===== config.mk =====
export PLATFORM = sky130hd
export DESIGN_NAME = peripheral_gpio_apb4
export DESIGN_NICKNAME = d
export VERILOG_FILES = /design/src/rtl/peripheral_gpio_apb4.sv
export SDC_FILE = /design/constraint.sdc
export NUM_CORES = 1
export LEC_CHECK = 0
export CAP_MARGIN = 20
export CORE_ASPECT_RATIO = 1.5
export CORE_MARGIN = 2
export CORE_UTILIZATION = 30
export CTS_CLUSTER_SIZE = 20
export DETAILED_ROUTE_END_ITERATION = 10
export RECOVER_POWER = 100
export SYNTH_ARGS = -nofsm -noshare
export SYNTH_HDL_FRONTEND = slang
export SYNTH_SLANG_ARGS = --single-unit

===== constraint.sdc =====
create_clock -name PCLK -period 1.94 [get_ports PCLK]
set_clock_uncertainty 0.1 [all_clocks]
set_input_delay 0.194 -clock PCLK [delete_from_list [all_inputs] [get_ports PCLK]]
set_output_delay 0.194 -clock PCLK [all_outputs]
set_load 0.02 [all_outputs]

===== src/rtl/peripheral_gpio_apb4.sv =====
// APB4 GPIO peripheral.
//
// PDATA_SIZE-bit general-purpose I/O port behind a zero-wait-state APB4 slave.
// It provides per-bit direction control, a two-flop input synchroniser and
// per-bit level or edge interrupt triggers.
//
// Register index = PADDR >> log2(PDATA_SIZE/8):
//   0 DIR (RW), 1 OUT (RW), 2 IN (RO), 3 TTYPE (RW, 0=level 1=edge),
//   4 TLVL0 (RW, low/falling), 5 TLVL1 (RW, high/rising), 6 TSTAT (W1C),
//   7 IRQEN (RW). Index 8 and above is unmapped (PSLVERR, reads return 0).
//
// Ports:
//   PCLK, PRESETn          clock, asynchronous active-low reset
//   PSEL .. PWDATA         APB4 request
//   PRDATA/PREADY/PSLVERR  APB4 response (PREADY tied high)
//   gpio_i                 asynchronous pad inputs
//   gpio_o / gpio_oe       pad output values / output enables (1=drive)
//   irq_o                  registered interrupt request
module peripheral_gpio_apb4 #(
  parameter int unsigned PADDR_SIZE = 4,
  parameter int unsigned PDATA_SIZE = 8
) (
  input  logic                    PCLK,
  input  logic                    PRESETn,
  input  logic                    PSEL,
  input  logic                    PENABLE,
  input  logic [PADDR_SIZE-1:0]   PADDR,
  input  logic                    PWRITE,
  input  logic [PDATA_SIZE/8-1:0] PSTRB,
  input  logic [PDATA_SIZE-1:0]   PWDATA,
  output logic [PDATA_SIZE-1:0]   PRDATA,
  output logic                    PREADY,
  output logic                    PSLVERR,
  input  logic [PDATA_SIZE-1:0]   gpio_i,
  output logic [PDATA_SIZE-1:0]   gpio_o,
  output logic [PDATA_SIZE-1:0]   gpio_oe,
  output logic                    irq_o
);

  localparam int unsigned NumLanes = PDATA_SIZE / 8;
  localparam int unsigned IdxLsb   = $clog2(NumLanes);

  localparam logic [2:0] IdxDir   = 3'd0;
  localparam logic [2:0] IdxOut   = 3'd1;
  localparam logic [2:0] IdxIn    = 3'd2;
  localparam logic [2:0] IdxTtype = 3'd3;
  localparam logic [2:0] IdxTlvl0 = 3'd4;
  localparam logic [2:0] IdxTlvl1 = 3'd5;
  localparam logic [2:0] IdxTstat = 3'd6;
  localparam logic [2:0] IdxIrqen = 3'd7;

  // Register state
  logic [PDATA_SIZE-1:0] dir_q,   dir_d;
  logic [PDATA_SIZE-1:0] out_q,   out_d;
  logic [PDATA_SIZE-1:0] ttype_q, ttype_d;
  logic [PDATA_SIZE-1:0] tlvl0_q, tlvl0_d;
  logic [PDATA_SIZE-1:0] tlvl1_q, tlvl1_d;
  logic [PDATA_SIZE-1:0] tstat_q, tstat_d;
  logic [PDATA_SIZE-1:0] irqen_q, irqen_d;
  logic                  irq_q,   irq_d;

  // Input path: sync1 -> in (sync2) -> prev
  logic [PDATA_SIZE-1:0] sync1_q;
  logic [PDATA_SIZE-1:0] in_q;
  logic [PDATA_SIZE-1:0] prev_q;

  // Address decode
  logic [PADDR_SIZE-1:0] idx;
  logic [2:0]            reg_sel;
  logic                  mapped;
  logic                  wr_en;
  logic [PDATA_SIZE-1:0] wmask;
  logic [PDATA_SIZE-1:0] wclr;

  // Trigger logic
  logic [PDATA_SIZE-1:0] rise;
  logic [PDATA_SIZE-1:0] fall;
  logic [PDATA_SIZE-1:0] lvl_set;
  logic [PDATA_SIZE-1:0] edge_set;
  logic [PDATA_SIZE-1:0] trig_set;

  assign idx     = PADDR >> IdxLsb;
  assign reg_sel = idx[2:0];
  assign mapped  = ((idx >> 3) == '0);

  // Erroring (unmapped) writes must leave all state untouched.
  assign wr_en = PSEL & PENABLE & PWRITE & mapped;

  always_comb begin
    wmask = '0;
    for (int unsigned i = 0; i < NumLanes; i++) begin
      wmask[i*8 +: 8] = {8{PSTRB[i]}};
    end
  end

  assign wclr = (wr_en && (reg_sel == IdxTstat)) ? (PWDATA & wmask) : '0;

  assign rise     = in_q & ~prev_q;
  assign fall     = ~in_q & prev_q;
  assign lvl_set  = (tlvl1_q & in_q) | (tlvl0_q & ~in_q);
  assign edge_set = (tlvl1_q & rise) | (tlvl0_q & fall);
  assign trig_set = (ttype_q & edge_set) | (~ttype_q & lvl_set);

  // Next-state for the software-visible registers
  always_comb begin
    dir_d   = dir_q;
    out_d   = out_q;
    ttype_d = ttype_q;
    tlvl0_d = tlvl0_q;
    tlvl1_d = tlvl1_q;
    irqen_d = irqen_q;
    if (wr_en) begin
      case (reg_sel)
        IdxDir:   dir_d   = (dir_q   & ~wmask) | (PWDATA & wmask);
        IdxOut:   out_d   = (out_q   & ~wmask) | (PWDATA & wmask);
        IdxTtype: ttype_d = (ttype_q & ~wmask) | (PWDATA & wmask);
        IdxTlvl0: tlvl0_d = (tlvl0_q & ~wmask) | (PWDATA & wmask);
        IdxTlvl1: tlvl1_d = (tlvl1_q & ~wmask) | (PWDATA & wmask);
        IdxIrqen: irqen_d = (irqen_q & ~wmask) | (PWDATA & wmask);
        default:  ;
      endcase
    end
    // Set is applied after the clear so a colliding event keeps the bit set.
    tstat_d = (tstat_q & ~wclr) | trig_set;
    irq_d   = |(tstat_q & irqen_q);
  end

  always_ff @(posedge PCLK or negedge PRESETn) begin
    if (!PRESETn) begin
      dir_q   <= '0;
      out_q   <= '0;
      ttype_q <= '0;
      tlvl0_q <= '0;
      tlvl1_q <= '0;
      tstat_q <= '0;
      irqen_q <= '0;
      irq_q   <= 1'b0;
      sync1_q <= '0;
      in_q    <= '0;
      prev_q  <= '0;
    end else begin
      dir_q   <= dir_d;
      out_q   <= out_d;
      ttype_q <= ttype_d;
      tlvl0_q <= tlvl0_d;
      tlvl1_q <= tlvl1_d;
      tstat_q <= tstat_d;
      irqen_q <= irqen_d;
      irq_q   <= irq_d;
      sync1_q <= gpio_i;
      in_q    <= sync1_q;
      prev_q  <= in_q;
    end
  end

  // Read mux: valid whenever a read is selected, including the setup phase.
  always_comb begin
    PRDATA = '0;
    if (PSEL && !PWRITE && mapped) begin
      case (reg_sel)
        IdxDir:   PRDATA = dir_q;
        IdxOut:   PRDATA = out_q;
        IdxIn:    PRDATA = in_q;
        IdxTtype: PRDATA = ttype_q;
        IdxTlvl0: PRDATA = tlvl0_q;
        IdxTlvl1: PRDATA = tlvl1_q;
        IdxTstat: PRDATA = tstat_q;
        IdxIrqen: PRDATA = irqen_q;
        default:  PRDATA = '0;
      endcase
    end
  end

  assign PREADY  = 1'b1;
  assign PSLVERR = PSEL & PENABLE & ~mapped;

  assign gpio_oe = dir_q;
  assign gpio_o  = out_q;
  assign irq_o   = irq_q;

endmodule


==> run_results.csv, run 1 <==
group,metric,value,unit
pwr,p_per_area,830.0,nW/um^2
clock_tree,clk_pin_slew,60,ps
critical_path,critPathMaxStageDelay,460,ps
clock_tree,cts_tree,"yes",
critical_path,crit_arrival,2030,ps
clock_tree,cts-root-buf,"clkbuf_16",
sta,whs,248.7,ps
floorplan,io_pins,53,
sta,setup_viol,0,
routing,wire_per_inst,17.11,um
synth,yosysTopAreaCell,"dfrtp_1",
grt,overflow,0,
routing,post-route-drc-count,0,
grt,grt_pass1_vias,2900,
synth,ys_types,37,
floorplan,design.core.area,11530,um^2
floorplan,initial_core_util,0.3091,
synth,yosys-top-cells-area,"dfrtp_1 (57%), mux2_2 (13%), mux2i_1 (5.1%), o21ai_0 (3.8%), a21oi_1 (2.1%)",
layout,antennaDiodeCount,0,
clock_tree,cts_max_level,3,
synth,ys_ff_latch,81,
critical_path,cp-end-kind,"flop",
routing,drtIter0Drc,123,
sta,report.final.slew_viol_count,0,
sta,period_share,0.9719,
synth,syn-mean-instance-area,12.12,um^2
sta,max_slew.worst_pin.slew,772.3,ps
floorplan,die_y,137.5,um
place,finalWeightedCongestion,0.8593,
grt,grt_max_degree,53,
synth,ys_warn_count,0,
grt,globalRouteTotalUtil,0.1584,
hold_path,hold_class,"reg2reg",
layout,final_cells,553,
floorplan,dieArea,12790,um^2
clock_tree,insertion_delay,340,ps
critical_path,cp.required,2090,ps
grt,grt_pass1_wl,15190,um
pwr,peakVddDrop,0.0004353,V
layout,drive_above_1_share,0.3275,
place,hpwl,6966,um
critical_path,worst_setup_path_start_kind,"input pin",
synth,yosys.area.top_type_share,0.5686,
clock_tree,clock_sinks,81,
critical_path,slowest_stage,"clkdlybuf4s50_1",
critical_path,worstPathMaxFanout,5,
routing,num_vias,2698,
sta,fin_ws,54.50,ps
clock_tree,cts_buffers,9,
place,dpl.cell_count,534,
routing,drt-total-wl,9460,um
sta,layout_min_cycle_time,1885,ps
sta,final-hold-violation-count,0,
pwr,cellLeakagePower,2.341,nW
outcome,status,"finished, final reports clean",
place,portBuffers,51,
critical_path,critPathKind,"in2reg",
grt,antenna_found_initial,0,
synth,ys_seq_area_frac,0.5686,
routing,dr.pass1.iters,6,
synth,postSynthCellCount,294,
synth,synth_fp_nets,320,
routing,ant_nets,0,
sta,max_freq,530.4,MHz
critical_path,path_common_cell,"buf_4",
clock_tree,cts.path.max_buffers,2,
place,dpl_worst_slack,-667.3,ps
layout,fin_nets,424,
routing,avgViaCountPerCell,4.879,
floorplan,rows,48,
layout,syn_to_final_growth,38.40,%
critical_path,path_cells,"clkdlybuf4s50_1 -> nand4_1 -> or2_1 -> buf_6 -> buf_4 -> nor3_4 -> buf_4 -> mux2i_1",
floorplan,die_w,93,um
sta,maxSlewHeadroom,0.4851,
job,cap_violations,0,
synth,netlist_area,3565,um^2
==> per-stage QoR <==
stage / setup TNS (ps) / utilization / cell area [um^2] / power [W]
finish: 0 / 0.4278 / 4933 / 0.004095
global route: -153.3 / 0.4278 / 4933 / 0.004272
CTS: 0 / 0.4257 / 4908 / 0.004167
detailed placement: -20070 / 0.4000 / 4612 / 0.002507
global placement: -19130 / 0.4000 / 4612 / 0.002495
floorplan: 0 / - / 3565 / 0.002189
==> power by group <==
group	leakage, nW	switching (W)	internal [W]
registers	0.982	0.0000951	0.00182
logic	1.21	0.000273	0.000269
clock network	0.146	0.000651	0.000989
==> cell usage after synthesis, drive strengths merged <==
cell type	instances
and3	1
or2	1
clkbuf	2
nand3	8
conb	1
dfrtp	81
o211ai	8
a2bb2oi	6
nand4	2
a21oi	15
inv	18
buf	8
o22ai	1
a22oi	4
nor3	4
or4b	1
o21ai	30
a31oi	1
nor2b	1
mux2i	18
o221a	1
a221o	6
a32oi	1
nand2	16
mux2	40
nor2	11
nor3b	2
nand2b	3
o21a	1
and2	1
a211o	1
==> worst max-delay path, delay by kind of cell <==
| kind | cells | cell delay (ps) |
|---|---|---|
| multiplexers | 1 | 200 |
| buffers and inverters | 4 | 940 |
| AND/OR/NAND/NOR | 3 | 710 |
==> placed cells by master (no fill, tap or decap), types with 3 or more instances in the layout <==
master / count
o21ai_0: 27
clkbuf_16: 9
buf_2: 4
clkdlybuf4s15_2: 4
nand3_1: 8
clkinv_2: 4
mux2i_1: 18
buf_12: 3
a2bb2oi_1: 6
nand2_1: 16
buf_4: 42
nor3_4: 4
nor2_1: 9
dfrtp_1: 81
buf_6: 5
clkdlybuf4s50_1: 11
o211ai_1: 8
mux2_2: 40
dlymetal6s2s_1: 3
inv_1: 18
dlygate4sd3_1: 26
a22oi_1: 4
clkbuf_2: 4
a221o_1: 6
a21oi_1: 15
==> per-layer routing <==
layer | track usage | up-vias | wire length, um | part of all wire
met1 | 0.1910 | 1359 | 3985 | 0.42
met3 | 0.03337 | 12 | 362 | 0.038
li1 | - | 1275 | - | -
met5 | 0 | - | 0 | 0
met4 | 0.05882 | 0 | 170 | 0.018
met2 | 0.2774 | 52 | 4942 | 0.52
==> worst paths after layout <==
kind / from / end / slack, ps / depth (start not counted)
max: PSTRB / flop / 50 / 8
min: sync1_q[3] / in_q[3] / 250 / 0
max reg2reg: tstat_q[4] / irq_o / 730 / 3
min reg2reg: sync1_q[3] / in_q[3] / 250 / 0
max in group asynchronous: PRESETn / asynchronous set/reset pin / 450 / 3
min in group asynchronous: PRESETn / sync1_q[5] / 370 / 2
==> cells by family after synthesis <==
| kind of cell | count (synthesis) | share of synthesized area |
|---|---|---|
| multiplexers | 58 | 0.1769 |
| flip-flops | 81 | 0.5686 |
| other | 1 | 0.001052 |
| AO/OA/AOI/OAI | 75 | 0.1337 |
| buffers and inverters | 28 | 0.03405 |
| AND/OR/NAND/NOR | 51 | 0.08565 |
==> timing repair <==
item | CTS | global route
endpoints found under the hold margin | 29 | 0
endpoints found under the setup margin | 16 | 13
pin swaps | 0 | 3
resized for setup | 39 | 16
buffers inserted | 0 | 2
hold buffers | 1 | 0
==> cell type report <==
cell class,instances,area (um^2)
clock buffer,10,229.0
clock inverter,6,58.81
fill,1118,6598
inverter,18,67.56
multi-input combinational,185,1431
sequential,81,2027
tap,150,187.7
timing repair buffer,103,932.1
Note: power is estimated with default switching activity, not from simulation.
==> run 2: changes to the inputs <==
--- a/config.mk
+++ b/config.mk
@@ -5,7 +5,7 @@
 export SDC_FILE = /design/constraint.sdc
 export NUM_CORES = 1
 export LEC_CHECK = 0
-export CAP_MARGIN = 20
+export CAP_MARGIN = 15
 export CORE_ASPECT_RATIO = 1.5
 export CORE_MARGIN = 2
 export CORE_UTILIZATION = 30
@@ -15,3 +15,4 @@
 export SYNTH_ARGS = -nofsm -noshare
 export SYNTH_HDL_FRONTEND = slang
 export SYNTH_SLANG_ARGS = --single-unit
+export TNS_END_PERCENT = 5
==> run 2 against run 1 <==
Fmax barely moved. Sequential cell count did not move. Via count rose by 0.63%. Sequential share of layout area rose by 0.47 points. Worst setup slack improved by 1.1 ps. Power fell by 0.15%. Core utilization fell by 0.49 points. Critical path depth did not move. Global-route usage barely moved. Cell count fell by 0.36%. Die area did not move.
==> run_results.csv, run 2 (synthesized netlist as in run 1, its figures left out) <==
group,metric,value,unit
outcome,status,"finished, final reports clean",
layout,syn_to_final_growth,36.82,%
critical_path,crit_arrival,2040,ps
sta,final-hold-violation-count,0,
grt,grt_most_used_layer,"met2",
sta,period_share,0.9714,
grt,grt_pass1_wl,15190,um
critical_path,reg2reg_setup_slack,740,ps
place,finalWeightedCongestion,0.8593,
sta,max_freq,530.7,MHz
sta,setup_viol,0,
hold_path,hold_class,"reg2reg",
clock_tree,cts_buffers,9,
grt,antenna_found_initial,0,
routing,avgViaCountPerCell,4.927,
floorplan,initial_core_util,0.3091,
place,dpl_worst_slack,-667.3,ps
layout,fill_cells,1121,
place,hpwl,6966,um
sta,max_slew.worst_pin.slew,778.3,ps
layout,fin_nets,422,
clock_tree,clk_pin_slew,60,ps
floorplan,rows,48,
routing,num_vias,2715,
pwr,power_frac_clock,0.400,
clock_tree,clock_sinks,81,
layout,antennaDiodeCount,0,
sta,rsz0062_at_grt,"yes",
pwr,p_sw_frac,0.2481,
routing,wire_per_inst,17.11,um
floorplan,dieArea,12790,um^2
grt,overflow,0,
job,cap_violations,0,
place,placed_area,4612,um^2
critical_path,path_common_cell,"buf_4",
critical_path,cp.required,2090,ps
grt,use_met2,0.2774,
layout,utilization,0.4230,
critical_path,critPathKind,"in2reg",
routing,drt-total-wl,9430,um
sta,maxSlewHeadroom,0.4811,
routing,ant_nets,0,
layout,drive_above_1_share,0.3217,
grt,grt_pass1_vias,2900,
routing,post-route-drc-count,0,
floorplan,io_pins,53,
pwr,peakVddDrop,0.0004350,V
critical_path,cp-end-kind,"flop",
grt,use_met1,0.1907,
clock_tree,cts_max_level,3,
routing,dr.pass1.iters,6,
clock_tree,insertion_delay,330,ps
pwr,p_per_area,838.3,nW/um^2
pwr,p_seq_frac,0.468,
critical_path,path_cells,"clkdlybuf4s50_1 -> nand4_1 -> or2_0 -> buf_4 -> buf_4 -> nor3_4 -> buf_4 -> mux2i_1",
pwr,p_comb_frac,0.132,
sta,report.final.slew_viol_count,0,
grt,grt_max_degree,53,
floorplan,design.core.area,11530,um^2
sta,layout_min_cycle_time,1884,ps
layout,final_common_cell,"dfrtp_1",
layout,final_cell_mix,"dfrtp_1 (81), buf_4 (44), mux2_2 (40)",
clock_tree,cts.path.max_buffers,2,
layout,multi_input_area,1428,um^2
clock_tree,post-cts-setup-buffers,0,
floorplan,die_y,137.5,um
place,portBuffers,51,
routing,drtIter0Drc,95,
clock_tree,cts_tree,"yes",
grt,gr-usage-met3,0.03337,
critical_path,worst_setup_path_start_kind,"input pin",
layout,stdcell_area,4877,um^2
critical_path,worstPathMaxFanout,6,
pwr,cellLeakagePower,2.291,nW
critical_path,critPathMaxStageDelay,490,ps
sta,fin_ws,55.56,ps
pwr,p_total,0.004089,W
layout,seq_area,2027,um^2
grt,globalRouteTotalUtil,0.1583,
pwr,switching_power,0.001015,W
floorplan,die_w,93,um
pwr,power.internal,0.003074,W
clock_tree,cts-root-buf,"clkbuf_16",
critical_path,slowest_stage,"clkdlybuf4s50_1",
[run 2: per-stage QoR]
step	hold WS [ps]	cells	setup TNS, ps
6_report	248.6	551	0
5_1_grt	256.5	551	-226.0
4_1_cts	177.2	551	-27.40
3_5_place_dp	54.93	534	-20070
3_3_place_gp	55.14	534	-19130
2_1_floorplan	-201.6	294	0
[run 2: worst paths after layout]
path	cells after the start	end	from
worst max-delay path	8	flop	PWRITE
worst min-delay path	0	in_q[3]	sync1_q[3]
worst max register to register	3	irq_o	tstat_q[4]
worst min register to register	0	in_q[3]	sync1_q[3]
max in group asynchronous	3	asynchronous set/reset pin	PRESETn
min in group asynchronous	2	sync1_q[5]	PRESETn
[run 2: critical path: cells and delay by family]
family                 cells  cell delay (ps)
muxes                      1              200
and+or+nand+nor            3              620
buffers and inverters      4             1020
[run 2: power by group through the flow]
stage / Sequential [W] / Clock, W / Combinational (W)
2_1_floorplan: 0.00196 / 0 / 0.000232
3_3_place_gp: 0.00194 / 0 / 0.000553
3_5_place_dp: 0.00194 / 0 / 0.000565
4_1_cts: 0.00191 / 0.00169 / 0.000566
5_1_grt: 0.00193 / 0.00175 / 0.000592
6_report: 0.00191 / 0.00164 / 0.000540
[run 2: layer usage]
metal,wire length [um],vias up,share of wire
met1,3941,1366,0.42
met4,170,0,0.018
met2,4930,61,0.52
met5,0,-,0
met3,388,12,0.041
li1,-,1276,-
[run 2: area by class of cell]
type	count	share of cell area
inverters	18	0.01385
multi-input cells	185	0.2927
clock buffers	10	0.04695
repair buffers	101	0.1803
well taps	150	0.03848
flip-flops and latches	81	0.4156
clock inverters	6	0.01206
[run 2: repair_timing]
item | in CTS | in global routing
hold buffers | 1 | 0
cloned | 0 | 0
gates resized for setup | 37 | 10
setup endpoints to repair | 16 | 14
hold endpoints to repair | 29 | 0
==> run 3: changes to the inputs <==
--- a/config.mk
+++ b/config.mk
@@ -9,7 +9,7 @@
 export CORE_ASPECT_RATIO = 1.5
 export CORE_MARGIN = 2
 export CORE_UTILIZATION = 30
-export CTS_CLUSTER_SIZE = 20
+export CTS_CLUSTER_SIZE = 8
 export DETAILED_ROUTE_END_ITERATION = 10
 export RECOVER_POWER = 100
 export SYNTH_ARGS = -nofsm -noshare
==> results of run 3 <==
The final DEF is identical to that of run 2; final timing and power are the same.
